[config.mk]
export PLATFORM = sky130hd
export DESIGN_NAME = logic32_bist
export DESIGN_NICKNAME = d
export VERILOG_FILES = /design/src/rtl/logic32_pkg.sv /design/src/rtl/lfsr32.sv /design/src/rtl/logic32_bist.sv
export SDC_FILE = /design/constraint.sdc
export NUM_CORES = 1
export LEC_CHECK = 0
export CORE_MARGIN = 5
export CORE_UTILIZATION = 40
export DETAILED_ROUTE_END_ITERATION = 10
export HOLD_SLACK_MARGIN = 0.02
export SETUP_SLACK_MARGIN = 0.3
export SYNTH_ARGS = -nofsm -noshare
export SYNTH_HDL_FRONTEND = slang
export SYNTH_SLANG_ARGS = --single-unit
[constraint.sdc]
create_clock -name clk -period 2.75 [get_ports clk]
set_input_delay 0.55 -clock clk [delete_from_list [all_inputs] [get_ports clk]]
set_output_delay 0.55 -clock clk [all_outputs]
set_load 0.02 [all_outputs]
[src/rtl/logic32_pkg.sv]
// rtl/logic32_pkg.sv - shared FSM encoding, LFSR polynomial and fixed vectors for logic32_bist
package logic32_pkg;

    typedef enum logic [1:0] {
        ST_IDLE   = 2'd0,
        ST_DRIVE  = 2'd1,
        ST_SAMPLE = 2'd2,
        ST_DONE   = 2'd3
    } state_t;

    localparam logic [31:0] LFSR_POLY = 32'h80200003;

    localparam logic [31:0] VEC0_A = 32'h0000A5A5;
    localparam logic [31:0] VEC0_B = 32'h00005A5A;
    localparam logic [31:0] VEC1_A = 32'h00005A5A;
    localparam logic [31:0] VEC1_B = 32'h00005A5A;

    // Galois step: shift toward the MSB, fold the polynomial back in when the MSB falls out.
    function automatic logic [31:0] lfsr_step(input logic [31:0] s);
        return {s[30:0], 1'b0} ^ (s[31] ? LFSR_POLY : 32'h0);
    endfunction

    // An all-zero LFSR never leaves zero, so such a seed is replaced.
    function automatic logic [31:0] nonzero_seed(input logic [31:0] s);
        return (s == 32'h0) ? 32'h1 : s;
    endfunction

endpackage

[src/rtl/lfsr32.sv]
// rtl/lfsr32.sv - 32-bit Galois LFSR with seed reload and step enable
module lfsr32
    import logic32_pkg::*;
#(
    parameter logic [31:0] SEED = 32'h1
) (
    input  logic        clk,
    input  logic        rst_n,
    input  logic        load,
    input  logic        enable,
    output logic [31:0] state
);

    localparam logic [31:0] INIT = nonzero_seed(SEED);

    always_ff @(posedge clk or negedge rst_n) begin
        if (!rst_n) begin
            state <= INIT;
        end else if (load) begin
            state <= INIT;
        end else if (enable) begin
            state <= lfsr_step(state);
        end
    end

endmodule

[src/rtl/logic32_bist.sv]
// rtl/logic32_bist.sv - BIST controller driving and checking an external 32-bit AND
module logic32_bist
    import logic32_pkg::*;
#(
    parameter int          NUM_VECTORS = 256,
    parameter logic [31:0] SEED        = 32'hA5A5A5A5
) (
    input  logic        clk,
    input  logic        rst_n,
    input  logic        start,
    output logic [31:0] dut_in1,
    output logic [31:0] dut_in2,
    input  logic [31:0] dut_out,
    output logic        busy,
    output logic        done,
    output logic        pass,
    output logic [15:0] err_count,
    output logic [15:0] first_fail_idx,
    output logic [31:0] first_fail_data
);

    localparam logic [15:0] LAST_IDX = 16'(NUM_VECTORS - 1);

    state_t      state;
    logic [15:0] idx;
    logic [31:0] lfsr_a;
    logic [31:0] lfsr_b;
    logic        start_run;
    logic        more;
    logic        advance;
    logic        lfsr_en;
    logic        mismatch;

    assign start_run = start && (state == ST_IDLE || state == ST_DONE);
    assign more      = idx < LAST_IDX;
    assign advance   = (state == ST_SAMPLE) && more;
    // Vectors 0 and 1 are fixed, so the LFSRs only step when they supply vector 2 onward.
    assign lfsr_en   = advance && (idx != 16'd0);
    assign mismatch  = dut_out != (dut_in1 & dut_in2);

    lfsr32 #(.SEED(SEED)) u_lfsr_a (
        .clk    (clk),
        .rst_n  (rst_n),
        .load   (start_run),
        .enable (lfsr_en),
        .state  (lfsr_a)
    );

    lfsr32 #(.SEED(~SEED)) u_lfsr_b (
        .clk    (clk),
        .rst_n  (rst_n),
        .load   (start_run),
        .enable (lfsr_en),
        .state  (lfsr_b)
    );

    always_ff @(posedge clk or negedge rst_n) begin
        if (!rst_n) begin
            state           <= ST_IDLE;
            idx             <= 16'd0;
            dut_in1         <= 32'h0;
            dut_in2         <= 32'h0;
            busy            <= 1'b0;
            done            <= 1'b0;
            pass            <= 1'b0;
            err_count       <= 16'd0;
            first_fail_idx  <= 16'd0;
            first_fail_data <= 32'h0;
        end else begin
            case (state)
                ST_IDLE, ST_DONE: begin
                    if (start) begin
                        state           <= ST_DRIVE;
                        idx             <= 16'd0;
                        dut_in1         <= VEC0_A;
                        dut_in2         <= VEC0_B;
                        busy            <= 1'b1;
                        done            <= 1'b0;
                        pass            <= 1'b0;
                        err_count       <= 16'd0;
                        first_fail_idx  <= 16'd0;
                        first_fail_data <= 32'h0;
                    end
                end
                ST_DRIVE: begin
                    state <= ST_SAMPLE;
                end
                ST_SAMPLE: begin
                    if (mismatch) begin
                        if (err_count != 16'hFFFF) begin
                            err_count <= err_count + 16'd1;
                        end
                        if (err_count == 16'd0) begin
                            first_fail_idx  <= idx;
                            first_fail_data <= dut_out;
                        end
                    end
                    if (advance) begin
                        state <= ST_DRIVE;
                        idx   <= idx + 16'd1;
                        if (idx == 16'd0) begin
                            dut_in1 <= VEC1_A;
                            dut_in2 <= VEC1_B;
                        end else begin
                            dut_in1 <= lfsr_a;
                            dut_in2 <= lfsr_b;
                        end
                    end else begin
                        state <= ST_DONE;
                        busy  <= 1'b0;
                        done  <= 1'b1;
                        pass  <= (err_count == 16'd0) && !mismatch;
                    end
                end
                default: begin
                    state <= ST_IDLE;
                end
            endcase
        end
    end

endmodule

==> reports/results.md, run 1 <==
## Global route
- **GRT overflow** 0
- **largest net degree at the start of global routing** 63
- **GRT Util Overall** 20.9%
- **vias in the first global route** 8106
- **wire length of the first global-routing pass** 47500 um
- **initial antenna violation count** 1

## Setup path
- **delay contributed by the slowest stage of the critical path** 0.59 ns
- **Worst path slowest cell** clkdlybuf4s50_1
- **internal reg-to-reg setup slack** 0.44 ns
- **data arrival time of the critical path** 2.73 ns
- **path type of the worst setup path** in2reg
- **WP data required** 3.15 ns
- **Crit Path Max Fanout** 18
- **list of cells traversed by the critical path** clkdlybuf4s50_1 > xor2_2 > nand4_1 > nor4_2 > buf_4 > a21oi_4 > buf_12 > and4b_1 > a211o_1
- **Setup crit start kind** primary input
- **endpoint type of the worst setup path** register

## Synthesis
- **number of enable flip-flop cells after synthesis** 0
- **post-synthesis sequential area ratio** 54.6%
- **Cell variety after synth** 56
- **largest cells by area after synthesis** dfrtp_1 (46%), dfstp_2 (8.5%), nand2_1 (8.0%)
- **number of standard cells after synthesis** 1012
- **most frequent cells after synthesis** nand2_1 (209), dfrtp_1 (181), a21oi_1 (58)
- **top-count cell post-synth** nand2_1
- **flops & latches, synth** 213
- **most frequently used flop master after synthesis** dfrtp_1
- **library cell occupying the most area in the post-synthesis netlist** dfrtp_1
- **top cell type's share of synthesized area** 46.0%
- **Yosys Warn Count** 0
- **post-synthesis net count** 1053
- **share of flip-flops with an asynchronous set or reset after synthesis** 100%
- **mapped cell area** 9840 um2
- **average cell area after synthesis** 9.73 um2

## Power and ir drop
- **power per cell area** 511 nW/um2
- **worst ir drop on vdd** 352 uV
- **leakage power total** 5.79 nW
- **overall power of the completed layout** 6.62 mW

## Route
- **number of routed nets with antenna violations** 0
- **total number of vias** 8265
- **wire length reported by the detailed router** 29800 um
- **post-route DRC violation count** 0
- **post-detailed-route wirelength per cell** 19.6 um
- **detailed-routing iteration count for the pre-antenna-repair pass** 5
- **DRC marker count from the first detailed-route iteration** 705
- **Via density** 5.45

## Die
- **Die X-Extent** 167 um
- **vertical extent of the die** 167 um
- **full die area** 27800 um2
- **IO Pins** 166
- **initial core utilization** 40.6%
- **area of the placeable core** 24200 um2
- **total number of placement rows** 57

## Final layout
- **fraction of the core area covered by cells at the end of the flow** 53.3%
- **synthesis-to-finish area growth** 31.4%
- **number of cells in the finished layout apart from fillers** 1517
- **combined area of the multi-input logic cells** 4140 um2
- **layout cell share with drive strength beyond 1** 11.6%
- **Filler cells** 2253
- **final net count** 1215
- **sequential cell area** 5370 um2

## Timing
- **Final Critical Period** 2.33 ns
- **pin slew with the least headroom to its limit** 0.580 ns
- **max-slew violations** 0
- **Peak Freq** 429 MHz
- **Slew HR** 61.2%
- **hold_ws** 0.0132 ns
- **maximum clock skew at final layout** 0.0174 ns
- **RSZ-0062 raised after global routing** yes
- **final setup margin** 0.421 ns
- **final setup violating endpoints** 0
- **period utilization** 84.7%
- **endpoints failing hold** 0

## Clock network
- **Skew-Pair Late Insertion Delay** 0.53 ns
- **Post-CTS Hold Buffers** 0
- **count of H-tree levels built during CTS** 1
- **count of clock tree sinks** 213
- **TritonCTS Buffers** 24
- **TritonCTS clock tree** yes
- **root buffer cell** clkbuf_16
- **worst-case clock buffer depth** 3
- **CTS clock-pin slew for the worst setup and hold paths** 0.06 ns

## Hold path
- **path type of the worst min-delay path** in2async

## Place
- **buffers added on ports** 165
- **routability congestion estimate** 0.874
- **Final HPWL DP** 20500 um
- **cell total after placement** 1469
- **Setup Slack @ Placement** -0.326 ns

## Outcome
- **status** completed

## Flow run
- **max-cap viol count** 0

## per-stage QoR
stage / TNS (ns) / area, um2
final: 0 / 12900
after CTS: 0 / 12900
after global routing: 0 / 12900
after detailed placement: -15.55 / 12000
after global placement: -13.90 / 12000
after floorplan: 0 / 9840
## what timing repair did
action | 4_1_cts | 5_1_grt
setup endpoints to repair | 47 | 50
setup buffers | 0 | 3
resized for setup | 2 | 7
## worst max-delay path, delay by kind of cell
kind | cells | cell delay [ns]
buffers and inverters | 3 | 0.94
AND/OR/NAND/NOR | 3 | 0.72
XOR/XNOR | 1 | 0.23
AO/OA/AOI/OAI | 2 | 0.27
## kinds of logic (layout without fill, tap and decap cells)
logic type,Yosys count,in the layout,share of synthesized area [%]
buf+inv,85,265,3.95
flops,213,213,54.6
compound gates,244,244,17.2
simple gates,422,422,19.8
xor+xnor,42,42,3.74
fa+ha+maj,6,6,0.763
other cells,0,1,0
## worst paths after layout
check                                          startpoint  cells past startpoint                              to
setup / recovery                              dut_out[11]                      9        err_count[2]$_DFFE_PN0P_
hold reg to reg            u_lfsr_b.state[12]$_DFFE_PN1P_                      2  u_lfsr_b.state[12]$_DFFE_PN1P_
setup reg to reg                  dut_in2[18]$_DFFE_PN0P_                     10        err_count[2]$_DFFE_PN0P_
hold / removal                                      rst_n                      1        err_count[1]$_DFFE_PN0P_
max in group asynchronous                           rst_n                      2  u_lfsr_a.state[18]$_DFFE_PN1P_
min in group clk           u_lfsr_b.state[12]$_DFFE_PN1P_                      2  u_lfsr_b.state[12]$_DFFE_PN1P_
## flip-flops by register name, indices dropped and copies added (netlist names), 2 cells and up
signal           count
dut_in1             32
idx                 16
dut_in2             32
first_fail_data     32
state                2
u_lfsr_b.state      32
err_count           16
u_lfsr_a.state      32
first_fail_idx      16
## layout make-up
cell class	count	area share, %
flip-flops and latches	213	41.5
multi-input cells	714	32.0
repair buffers	208	16.5
clock buffers	38	5.82
well taps	324	3.13
clock inverters	6	0.648
inverters	13	0.416
diodes	1	0.0193
## where the power goes
part | leakage [nW] | total (mW) | internal (mW) | switching (mW)
registers | 2.56 | 3.14 | 3.14 | 0.000000837
logic | 2.82 | 0.174 | 0.0698 | 0.104
clock network | 0.414 | 3.31 | 1.98 | 1.32
total | 5.79 | 6.62 | 5.19 | 1.43
## layout by cell type (no fill, tap or decap), drive strengths merged, types with 4 or more instances in the layout
cell type	Yosys	final
nand2	209	209
dfrtp	181	181
clkdlybuf4s50	0	164
a21oi	58	58
nand3	56	56
nor2	56	56
a31oi	51	51
and2	48	48
o2bb2ai	48	48
buf	39	43
clkbuf	33	39
xor2	35	35
a22o	34	34
dfstp	32	32
o21ai	31	31
and3	14	14
nand4	14	14
inv	13	13
xnor2	7	7
nor4	7	7
ha	6	6
clkinv	0	5
nand2b	4	4
## per-layer routing
layer / vias up / track usage (%) / part of all wire, %
li1: 3882 / - / -
met1: 4135 / 29.7 / 45
met2: 206 / 33.7 / 48
met3: 42 / 2.96 / 4.3
met4: 0 / 5.69 / 2.3
met5: - / 0 / 0
(Power assumes the default switching activity.)
==> run 2, diff against run 1 <==
PLACE_DENSITY = 0.65   (was default)
clock period = 1.95 ns   (was 2.75 ns; I/O delays follow)
==> reports/results.md, run 2 (synthesis gave the netlist of run 1 again) <==
## Final layout
- **final net count** 1446, +19%
- **Filler cells** 1556, -31%
- **synthesis-to-finish area growth** 74.1%
- **most frequent cells in the layout** dfrtp_1 (176), buf_4 (161), nand2_4 (100)
- **number of cells in the finished layout apart from fillers** 1746, +15%
- **sequential cell area** 5380 um2, +0.12%
- **combined area of the multi-input logic cells** 5780 um2, +40%
- **fraction of the core area covered by cells at the end of the flow** 70.7%, +17 points
- **leading cell type in the layout, fill and taps excluded** dfrtp_1
- **layout cell share with drive strength beyond 1** 48.8%, +37 points

## Global route
- **GRT Util Overall** 27.3%, +6.4 points
- **largest net degree at the start of global routing** 53, -16%
- **wire length of the first global-routing pass** 60700 um, +28%
- **GRT overflow** 0, unchanged
- **initial antenna violation count** 1, unchanged
- **vias in the first global route** 10470, +29%

## Power and ir drop
- **Sw Share** 22.1%, +0.60 points
- **overall power of the completed layout** 9.32 mW, +41%
- **fraction of power consumed by sequential logic** 47.4%, about the same
- **proportion of power drawn by combinational gates** 2.9%, +0.3 points
- **clock group share of total power** 49.7%, -0.3 points
- **P_int** 7.26 mW, +40%
- **net switching power** 2.06 mW, +45%
- **power per cell area** 544 nW/um2, +6.3%
- **worst ir drop on vdd** 491 uV, +39%
- **leakage power total** 9.13 nW, +58%

## Die
- **area of the placeable core** 24200 um2, unchanged
- **initial core utilization** 40.6%, unchanged
- **vertical extent of the die** 167 um, unchanged
- **total number of placement rows** 57, unchanged
- **IO Pins** 166, unchanged
- **Die X-Extent** 167 um, unchanged
- **full die area** 27800 um2, unchanged

## Route
- **number of routed nets with antenna violations** 0, unchanged
- **Via density** 5.95, +9.2%
- **post-detailed-route wirelength per cell** 25.1 um, +28%
- **post-route DRC violation count** 0, unchanged
- **DRC marker count from the first detailed-route iteration** 1117, +58%
- **total number of vias** 10388, +26%
- **wire length reported by the detailed router** 43800 um, +47%
- **detailed-routing iteration count for the pre-antenna-repair pass** 5, unchanged

## Setup path
- **Crit Path Max Fanout** 4, -14
- **data arrival time of the critical path** 2.68 ns, -0.05 ns
- **endpoint type of the worst setup path** register
- **Setup crit start kind** register
- **path type of the worst setup path** reg2reg
- **WP data required** 2.34 ns, -0.81 ns

## Place
- **Final HPWL DP** 22100 um, +7.9%
- **buffers added on ports** 165, unchanged
- **cell total after placement** 1605, +9.3%
- **routability congestion estimate** 0.827, -5.4%
- **Setup Slack @ Placement** -0.795 ns, -0.470 ns

## Timing
- **Peak Freq** 436 MHz
- **pin slew with the least headroom to its limit** 0.641 ns, +0.0612 ns
- **Slew HR** 57.3%, -3.9 points
- **endpoints failing hold** 0, unchanged
- **period utilization** 118%
- **maximum clock skew at final layout** 0.0276 ns, +0.0102 ns
- **RSZ-0062 raised after global routing** yes
- **final setup violating endpoints** 205, +205
- **final setup margin** -0.344 ns, -0.765 ns
- **max-slew violations** 0, unchanged
- **Final Critical Period** 2.29 ns

## Hold path
- **path type of the worst min-delay path** in2async

## Clock network
- **CTS clock-pin slew for the worst setup and hold paths** 0.06 ns, about the same
- **worst-case clock buffer depth** 3, unchanged
- **root buffer cell** clkbuf_16
- **TritonCTS Buffers** 24, unchanged
- **TritonCTS clock tree** yes
- **count of clock tree sinks** 213, unchanged
- **count of H-tree levels built during CTS** 1, unchanged
- **Skew-Pair Late Insertion Delay** 0.54 ns, about the same

## Outcome
- **status** finished with violations
- **violations in the final reports** setup timing

## Flow run
- **max-cap viol count** 0, unchanged

==> run 2: metal layers <==
layer	track usage, %	part of all wire, %	vias up
met5	0	0	-
met4	12.0	6.1	0
met3	4.93	8.5	189
met2	44.3	48	621
met1	35.9	38	5200
li1	-	-	4378
==> run 2: power by group through the flow <==
stage          Clock, mW  Combinational, mW  Sequential [mW]
3_5_place_dp           0              0.263             4.50
3_3_place_gp           0              0.261             4.50
5_1_grt             4.84              0.294             4.42
2_1_floorplan          0             0.0267             4.50
6_report            4.63              0.270             4.42
4_1_cts             4.57              0.268             4.42
==> run 2: worst paths after layout <==
kind | cells after the start | end | slack (ns) | start
worst max-delay path | 8 | err_count[2]$_DFFE_PN0P_ | -0.34 | dut_in2[23]$_DFFE_PN0P_
worst min-delay path | 2 | err_count[0]$_DFFE_PN0P_ | 0.38 | rst_n
worst max register to register | 8 | err_count[2]$_DFFE_PN0P_ | -0.34 | dut_in2[23]$_DFFE_PN0P_
worst min register to register | 1 | first_fail_idx[14]$_DFFE_PN0P_ | 0.50 | first_fail_idx[14]$_DFFE_PN0P_
max in group asynchronous | 3 | u_lfsr_b.state[9]$_DFFE_PN1P_ | 0.83 | rst_n
min in group clk | 1 | first_fail_idx[14]$_DFFE_PN0P_ | 0.50 | first_fail_idx[14]$_DFFE_PN0P_
==> run 2: area by class of cell <==
cell class / instances / area share, %
diodes: 1 / 0.0146
clock buffers: 37 / 4.08
clock inverters: 5 / 0.504
inverters: 13 / 0.299
multi-input cells: 715 / 33.7
flip-flops and latches: 213 / 31.4
well taps: 324 / 2.36
repair buffers: 438 / 27.7
==> run 2: through the flow <==
stage | hold slack, ns | area, um2 | setup TNS (ns)
6_report | 0.377 | 17100 | -38.70
5_1_grt | 0.432 | 17100 | -43.29
4_1_cts | 0.393 | 15900 | -24.56
3_5_place_dp | 0.361 | 13300 | -69.98
3_3_place_gp | 0.359 | 13300 | -66.78
2_1_floorplan | 0.0944 | 10300 | -5.47
==> run 2: critical path: stages, from the launching register on <==
cell,delay [ns]
dfrtp_1,0.41
nand2_1,0.15
xor2_2,0.25
nand4_1,0.19
nor4_4,0.39
a21oi_4,0.16
buf_6,0.16
and4b_1,0.19
a211o_1,0.25
==> run 2: repair_timing <==
action	in CTS	in global routing
buffers inserted	44	23
setup endpoints to repair	340	301
cloned	25	5
hold buffers	1	0
resized for setup	458	302
hold endpoints to repair	36	0
pin swaps	107	68
